`config.mk`:
```
export PLATFORM = sky130hd
export DESIGN_NAME = audio_dac_serializer
export DESIGN_NICKNAME = d
export VERILOG_FILES = /design/src/rtl/audio_pkg.sv /design/src/rtl/audio_dac_serializer_bclk_divider.sv /design/src/rtl/audio_dac_serializer.sv
export SDC_FILE = /design/constraint.sdc
export NUM_CORES = 1
export LEC_CHECK = 0
export ABC_AREA = 1
export BUFFER_PORTS_ARGS = -buffer_cell sky130_fd_sc_hd__buf_2
export CAP_MARGIN = 5
export CORE_ASPECT_RATIO = 0.7
export CORE_UTILIZATION = 57
export CTS_BUF_LIST = sky130_fd_sc_hd__clkbuf_16
export CTS_CLUSTER_DIAMETER = 200
export DETAILED_ROUTE_END_ITERATION = 12
export PLACE_DENSITY = 0.78
export SLEW_MARGIN = 20
export SYNTH_ARGS = -nofsm -noshare
export SYNTH_HDL_FRONTEND = slang
export SYNTH_SLANG_ARGS = --single-unit
export TNS_END_PERCENT = 100
```
`constraint.sdc`:
```
create_clock -name CLK -period 2.9 [get_ports CLK]
set_input_delay 0.145 -clock CLK [delete_from_list [all_inputs] [get_ports CLK]]
set_output_delay 0.145 -clock CLK [all_outputs]
set_load 0.02 [all_outputs]
```
`src/rtl/audio_pkg.sv`:
```
// Shared audio types and frame-geometry constants for the DAC serializer.
package audio_pkg;

  typedef logic signed [15:0] sample_t;

  localparam int SLOT_BITS_DFLT   = 32;
  localparam int SAMPLE_BITS_DFLT = 16;
  localparam int FRAME_BITS       = 2 * SLOT_BITS_DFLT;
  localparam int BIT_IDX_W        = $clog2(FRAME_BITS);

endpackage

```
`src/rtl/audio_dac_serializer_bclk_divider.sv`:
```
// Bit-clock generator: BCLK toggles every BCLK_HALF_DIV cycles of clk,
// with single-cycle strobes on the clk edge where BCLK rises or falls.
module bclk_divider #(
  parameter int BCLK_HALF_DIV = 4
) (
  input  logic clk,
  input  logic rst,
  output logic bclk,
  output logic bclk_rise,
  output logic bclk_fall
);

  localparam int DIV_W = (BCLK_HALF_DIV > 1) ? $clog2(BCLK_HALF_DIV) : 1;

  logic [DIV_W-1:0] div;
  logic             tick;

  assign tick      = (div == DIV_W'(BCLK_HALF_DIV - 1));
  assign bclk_rise = tick & ~bclk;
  assign bclk_fall = tick & bclk;

  always_ff @(posedge clk) begin
    if (rst) begin
      div  <= '0;
      bclk <= 1'b0;
    end else if (tick) begin
      div  <= '0;
      bclk <= ~bclk;
    end else begin
      div  <= div + 1'b1;
    end
  end

endmodule

```
`src/rtl/audio_dac_serializer.sv`:
```
// I2S transmitter that also sources the synthesizer's frame clocks; the
// captured mono sample is sent on both the left and right slots.
module audio_dac_serializer
  import audio_pkg::*;
#(
  parameter int BCLK_HALF_DIV = 4,
  parameter int SLOT_BITS     = SLOT_BITS_DFLT,
  parameter int SAMPLE_BITS   = SAMPLE_BITS_DFLT
) (
  input  logic                   CLK,
  input  logic                   RESET,
  input  logic [SAMPLE_BITS-1:0] SAMPLE,
  input  logic                   MUTE,
  output logic                   SAMPLE_CLK,
  output logic                   FASTER_CLK,
  output logic                   AUD_BCLK,
  output logic                   AUD_DACLRCK,
  output logic                   AUD_DACDAT
);

  localparam int FRAME_LEN = 2 * SLOT_BITS;
  localparam int IDX_W     = $clog2(FRAME_LEN);

  logic                   bclk;
  logic                   bclk_fall;
  logic                   bclk_rise_unused;
  logic [IDX_W-1:0]       bit_idx;
  logic [IDX_W-1:0]       idx_next;
  logic                   lrck;
  logic                   dacdat;
  logic                   mute_q;
  logic [SAMPLE_BITS-1:0] tx_reg;
  logic [SAMPLE_BITS-1:0] pending;

  bclk_divider #(
    .BCLK_HALF_DIV(BCLK_HALF_DIV)
  ) u_bclk_divider (
    .clk      (CLK),
    .rst      (RESET),
    .bclk     (bclk),
    .bclk_rise(bclk_rise_unused),
    .bclk_fall(bclk_fall)
  );

  // I2S one-bit delay: slot position 0 is idle, the MSB sits at position 1.
  function automatic logic slot_bit(input logic [IDX_W-1:0] idx,
                                    input logic [SAMPLE_BITS-1:0] word);
    int                     p;
    logic [SAMPLE_BITS-1:0] sh;
    p        = int'(idx) % SLOT_BITS;
    slot_bit = 1'b0;
    if (p >= 1 && p <= SAMPLE_BITS) begin
      sh       = word >> (SAMPLE_BITS - p);
      slot_bit = sh[0];
    end
  endfunction

  assign idx_next = (bit_idx == IDX_W'(FRAME_LEN - 1)) ? '0 : bit_idx + 1'b1;

  always_ff @(posedge CLK) begin
    if (RESET) begin
      bit_idx <= '0;
      lrck    <= 1'b0;
      dacdat  <= 1'b0;
      mute_q  <= 1'b0;
      tx_reg  <= '0;
      pending <= '0;
    end else if (bclk_fall) begin
      bit_idx <= idx_next;
      lrck    <= (int'(idx_next) >= SLOT_BITS);
      dacdat  <= ~mute_q & slot_bit(idx_next, tx_reg);
      // Capture on SAMPLE_CLK rise; the word goes out in the next frame.
      if (idx_next == IDX_W'(SLOT_BITS)) begin
        pending <= SAMPLE;
      end
      if (idx_next == '0) begin
        tx_reg <= MUTE ? '0 : pending;
        mute_q <= MUTE;
      end
    end
  end

  assign AUD_BCLK    = bclk;
  assign FASTER_CLK  = bclk;
  assign AUD_DACLRCK = lrck;
  assign SAMPLE_CLK  = lrck;
  assign AUD_DACDAT  = dacdat;

endmodule

```
## Yosys cells after proc, flatten, opt, wreduce, memory -nomap -nowiden

Cells that the tools add are included.

| storage, ports and cells | value |
|---|---|
| bits in registers | 44 |
| output and inout bits | 5 |
| word-level logic and storage cells | 32 |

| operators by class | value |
|---|---|
| add/sub/neg operators | 3 |
| $lt $le $gt $ge | 3 |
| equal/unequal tests | 3 |
| shifts and indexed selects | 1 |
| multiplexer cells | 5 |
| bitwise logic cells | 4 |
| reduce and logical (&&, ||, !) cells | 5 |

Operators by type and width:

| kind | number |
|---|---|
| $shr A16 B32 Y1 | 1 |
| $mux W16 | 1 |
| $eq A6 B6 Y1 const B | 2 |
| $add A6 B1 Y6 const B | 1 |
| $ge A6 B6 Y1 const B | 1 |
| $logic_not A6 Y1 | 1 |
| $mux W6 | 1 |
| $sub A5 B5 Y6 const A | 1 |
| $ge A5 B1 Y1 const B | 1 |
| $le A5 B5 Y1 const B | 1 |
| $reduce_and A2 Y1 | 2 |
| $mux W1 | 3 |
| $add A2 B1 Y2 const B | 1 |
| $and A1 B1 Y1 | 2 |
| $eq A2 B2 Y1 const B | 1 |
| $not A1 Y1 | 2 |
| $reduce_or A2 Y1 | 1 |
| $logic_and A1 B1 Y1 | 1 |

## Logic depth before layout (Yosys ltp)

| logic depth | value |
|---|---|
| depth in word-level cells | 8 |
| mapped depth | 13 |

## Modules after synthesis

From an unflattened synthesis, not the netlist that was laid out.

| unflattened totals | value |
|---|---|
| cell total of the unflattened synthesis | 268 |
| area, all modules | 2,097.0 um2 |

Modules (own cells, without submodules):

| module | times used | cells an instance | area an instance (um2) | sequential area each (um2) |
|---|---|---|---|---|
| audio_dac_serializer | 1 | 254 | 1,981.9 | 820.8 |
| bclk_divider | 1 | 14 | 115.1 | 60.1 |

## Least setup slack after synthesis

OpenSTA, ideal clock, no wires.

| timing | value |
|---|---|
| kind | register -> register |
| start point | register bit_idx[0] |
| end point | register dacdat, in the netlist AUD_DACDAT |
| data arrival time | 1,980 ps |
| required time | 2,842 ps |
| setup slack | 861 ps |
| cell stages (with the launch flop) | 13 |
| path buffers | 1 |
| clock period less this slack | 2,039 ps |
| cells stage by stage | dfxtp_1 > ha_1 > nand2_2 > nor2_2 > nand2_2 > a31oi_4 > buf_4 > ha_1 > nor3_1 > nand2_1 > nor2_1 > nand3_1 > nand2_1 |

| between the ends | value |
|---|---|
| word-level cells in the longest chain between the ends | 8 |
| elaborated cells on any way between the ends | 12 |
| classes of those cells | add/sub (2); order compare (2); eq/ne (1); shift (1); mux (4); bitwise (1); reduce/logical (1) |

Ends and longest elaborated chain:

| what | line | RTL |
|---|---|---|
| from (decl) | audio_dac_serializer.sv:27 | `logic [IDX_W-1:0] bit_idx;` |
| from (signal assigned) | audio_dac_serializer.sv:69 | `bit_idx <= idx_next;` |
| $add A6 B1 Y6 or $eq A6 B6 Y1 (tied branches) | audio_dac_serializer.sv:58 | `assign idx_next = (bit_idx == IDX_W'(FRAME_LEN - 1)) ? '0 : bit_idx + 1'b1;` |
| $mux W6 (*) | audio_dac_serializer.sv:58 |  |
| $sub A5 B5 Y6 (tied with other cells) | audio_dac_serializer.sv:53 | `sh = word >> (SAMPLE_BITS - p);` |
| $shr A16 B32 Y1 or $logic_and A1 B1 Y1 (tied branches) | audio_dac_serializer.sv:53, audio_dac_serializer.sv:52 |  |
| $mux W1 (*) | audio_dac_serializer.sv:52 | `if (p >= 1 && p <= SAMPLE_BITS) begin` |
| $mux W1 (*) | audio_dac_serializer.sv:68 | `end else if (bclk_fall) begin` |
| $mux W1 (*) | audio_dac_serializer.sv:61 | `if (RESET) begin` |
| $and A1 B1 Y1 (*) | audio_dac_serializer.sv:71 | `dacdat <= ~mute_q & slot_bit(idx_next, tx_reg);` |
| to (signal assigned) | audio_dac_serializer.sv:71 |  |
| to (decl) | audio_dac_serializer.sv:30 | `logic dacdat;` |

Every way passes the cells marked *; elsewhere a longest branch is shown, timed or not. The select of a mux whose other input is x is not followed.
A chain may end at the register's enable or synchronous reset.

## Worst setup path after layout

| timing | value |
|---|---|
| start point | register bit_idx[0] |
| end point | register mute_q |

| between the ends | value |
|---|---|
| word-level cells in the longest chain between the ends | 4 |
| elaborated cells on any way between the ends | 5 |
| classes of those cells | add/sub (1); eq/ne (1); mux (1); reduce/logical (2) |

Ends and longest elaborated chain:

| what | line | RTL |
|---|---|---|
| $add A6 B1 Y6 or $eq A6 B6 Y1 (tied branches) | audio_dac_serializer.sv:58 |  |
| $mux W6 (*) | audio_dac_serializer.sv:58 |  |
| $logic_not A6 Y1 (*) | audio_dac_serializer.sv:76 | `if (idx_next == '0) begin` |
| $reduce_and A2 Y1 (no line) (*) | -- |  |
| to (signal assigned) | audio_dac_serializer.sv:65 | `mute_q <= 1'b0;` |
| to (signal assigned) | audio_dac_serializer.sv:78 | `mute_q <= MUTE;` |
| to (decl) | audio_dac_serializer.sv:31 | `logic mute_q;` |

Every way passes the cells marked *; elsewhere a longest branch is shown, timed or not.

==> impl_metrics.toml <==
[cts]
cts_buffers = 5
cts_sinks = 44
clkTransAtPathRegs_ps = 60
cts_tree = "done"
cts_root_buffer = "clkbuf_16"
clock_latency_ps = 280
cts_buffer_depth = 2
hold_buffers = 0
post_cts_buffers = 0
postCtsResizedCells = 0
htree_levels = 2

[drt]
drt_iter0_drc = 166
top_layer = "met4"
routed-wl-met2_um = 1920
num_vias = 1936
wl_met3_um = 262
first_pass_iters = 4
ant_nets = 0
route.layer.met1.wl_um = 2170
via_per_inst = 5.33
wl_per_cell_um = 12.1
routed_wl_um = 4380
drc = 0

[setup_path]
critical_path.top_delay_family = "simple AND/OR/NAND/NOR gates"
required_ps = 3060
start_kind = "flop"
critPathMaxFanout = 21
cp_num_buf_inv = 0
cp_slowest_cell = "nand3_2"
path_class = "flop to flop"
cpMostUsedCell = "nand2_2"
r2r_cells = 8
crit_cells = 8
rrSetupSlack_ps = 510
worst_setup_path_end_kind = "flop"
cp_cell_sequence = "ha_1, nand2_2, nor2_2, nand2_2, a31oi_4, nand3_2, o21ai_0, a21oi_1"
critical_path.max_stage_delay_ps = 450
arrival_ps = 2550

[timing]
hold_ws_ps = 129
slew_headroom = 0.673
skew_ps = 1.60
worst_pin_slew_ps = 489
finalHoldViolCount = 0
report.final.slew_viol_count = 0
fin_tns_setup_ps = 0
period_minus_slack_ps = 2390
finalWorstSetupSlack_ps = 512
fmax_mhz = 419
setup_viol = 0
rsz0062_at_grt = "no"
period_share = 0.823

[synth]
seq_area_frac_synth = 0.418
synthSimpleGateAreaFrac = 0.285
synth_compound_area_frac = 0.157
synth_warnings = 0
synthAdderAreaFrac = 0.0237
ys_ff_latch = 44
ys_types = 27
syn_area_per_cell_sq_um = 7.05
syn_nets = 322
muxShareOfSynthArea = 0
synth_top_family_by_area = "simple AND/OR/NAND/NOR gates"
syn-cell-area_sq_um = 2110
synth_cells = 299
synth_xor_area_frac = 0.00831

[cells_and_area]
regArea_sq_um = 881
final_core_util = 0.667
most-common-layout-cells = "nand2_1, dfxtp_1, nor2_1, inv_1, a21oi_1"
final_common_cell = "nand2_1"
multi_input_area_sq_um = 1000
fill_cells = 324
finalInstanceArea_sq_um = 2360
drive_above_1_share = 0.128
area_growth_pct = 11.8
layout.nets = 335
diodes = 0

[grt]
grt_start_max_net_pins = 33
grt_first_pass_wirelength_um = 7510
antenna_found_initial = 0
grt_pass1_vias = 1609
grt_use_total = 0.253
grt_remaining_overflow = 0

[pwr]
p_leak_nw = 1.01
p_int_mw = 1.03
combPwrFrac = 0.036
p_switching_mw = 0.248
p_sw_frac = 0.194
peakVddDrop_mv = 0.454
powerDensity_nw_per_um2 = 541
p_seq_frac = 0.480
pwr-share-clk = 0.484

[worst_hold_path]
worstHoldPathType = "input port to flop"
holdPathStages = 3

[die]
die_w_um = 74.7
dieArea_sq_um = 3950
initial_core_util = 0.596
fp.coreArea_sq_um = 3540
die_y_um = 52.9
num_rows = 18
ios = 24

[placement]
postPlaceCellArea_sq_um = 2190
pre_cts_slack_ps = 545
port-buffer-count = 23
gp_congestion = 0.908
dp.final_hpwl_um = 3130

[run]
max_cap_violations = 0

[run_status]
status = "finished clean"
final timing paths:
| kind | end | start |
|---|---|---|
| worst max-delay path | mute_q$_SDFFE_PP0P_ | bit_idx[0]$_SDFFE_PP0P_ |
| worst max register to register | mute_q$_SDFFE_PP0P_ | bit_idx[0]$_SDFFE_PP0P_ |
| worst min register to register | u_bclk_divider.div[0]$_SDFF_PP0_ | u_bclk_divider.div[0]$_SDFF_PP0_ |
| worst min-delay path | pending[4]$_SDFFE_PP0P_ | SAMPLE[4] |
synth_stat cells, drive strengths merged:
| master | count | area (sq um) |
|---|---|---|
| a211oi | 1 | 7.51 |
| a21oi | 30 | 150 |
| a31oi | 1 | 21.3 |
| buf | 11 | 70.1 |
| clkbuf | 6 | 22.5 |
| dfxtp | 44 | 881 |
| ha | 4 | 50.1 |
| inv | 36 | 135 |
| nand2 | 62 | 243 |
| nand3 | 15 | 80.1 |
| nand4 | 17 | 106 |
| nor2 | 39 | 149 |
| nor3 | 2 | 10.0 |
| nor3b | 1 | 7.51 |
| o211a | 1 | 10.0 |
| o21ai | 21 | 105 |
| o21bai | 1 | 11.3 |
| o22ai | 4 | 25.0 |
| or2 | 1 | 6.26 |
| xnor2 | 1 | 8.76 |
| xor2 | 1 | 8.76 |
power groups by stage:
stage,clock (mW),combinational [mW],sequential [mW]
after floorplan,0,0.0277,0.626
after global placement,0,0.0450,0.625
after detailed placement,0,0.0459,0.625
after CTS,0.625,0.0459,0.612
after global routing,0.652,0.0526,0.612
final,0.618,0.0457,0.612
layout make-up:
type,count,area share
Timing Repair Buffer,23,0.0488
Multi-Input combinational cell,202,0.424
Clock inverter,3,0.0165
Tap cell,50,0.0265
Sequential cell,44,0.374
Inverter,36,0.0573
Clock buffer,5,0.0531
logic make-up (layout without fill, tap and decap cells):
family,after synthesis,count (layout)
xor gates and xnor gates,2,2
AOI/OAI and AO/OA,59,59
buffers and inverters,53,67
and+or+nand+nor,137,137
adders and majority gates,4,4
DFF,44,44
worst reg2reg max path, delay by kind of cell, from the launching register on:
family                     cells  cell delay (ps)
DFF                            1              390
adders and majority gates      1              270
AOI/OAI and AO/OA              3              780
and+or+nand+nor                4              830
through the flow:
stage / std cells / power [mW]
finish: 363 / 1.28
global route: 363 / 1.32
CTS: 363 / 1.28
detailed placement: 355 / 0.671
global placement: 355 / 0.670
floorplan: 299 / 0.654
routing by layer:
layer  GRT usage  up-vias
met5           0        -
met4      0.0472        0
met3      0.0457        6
met2       0.387       49
met1       0.370      875
li1            -     1006
Note: power is estimated with default switching activity, not from simulation.
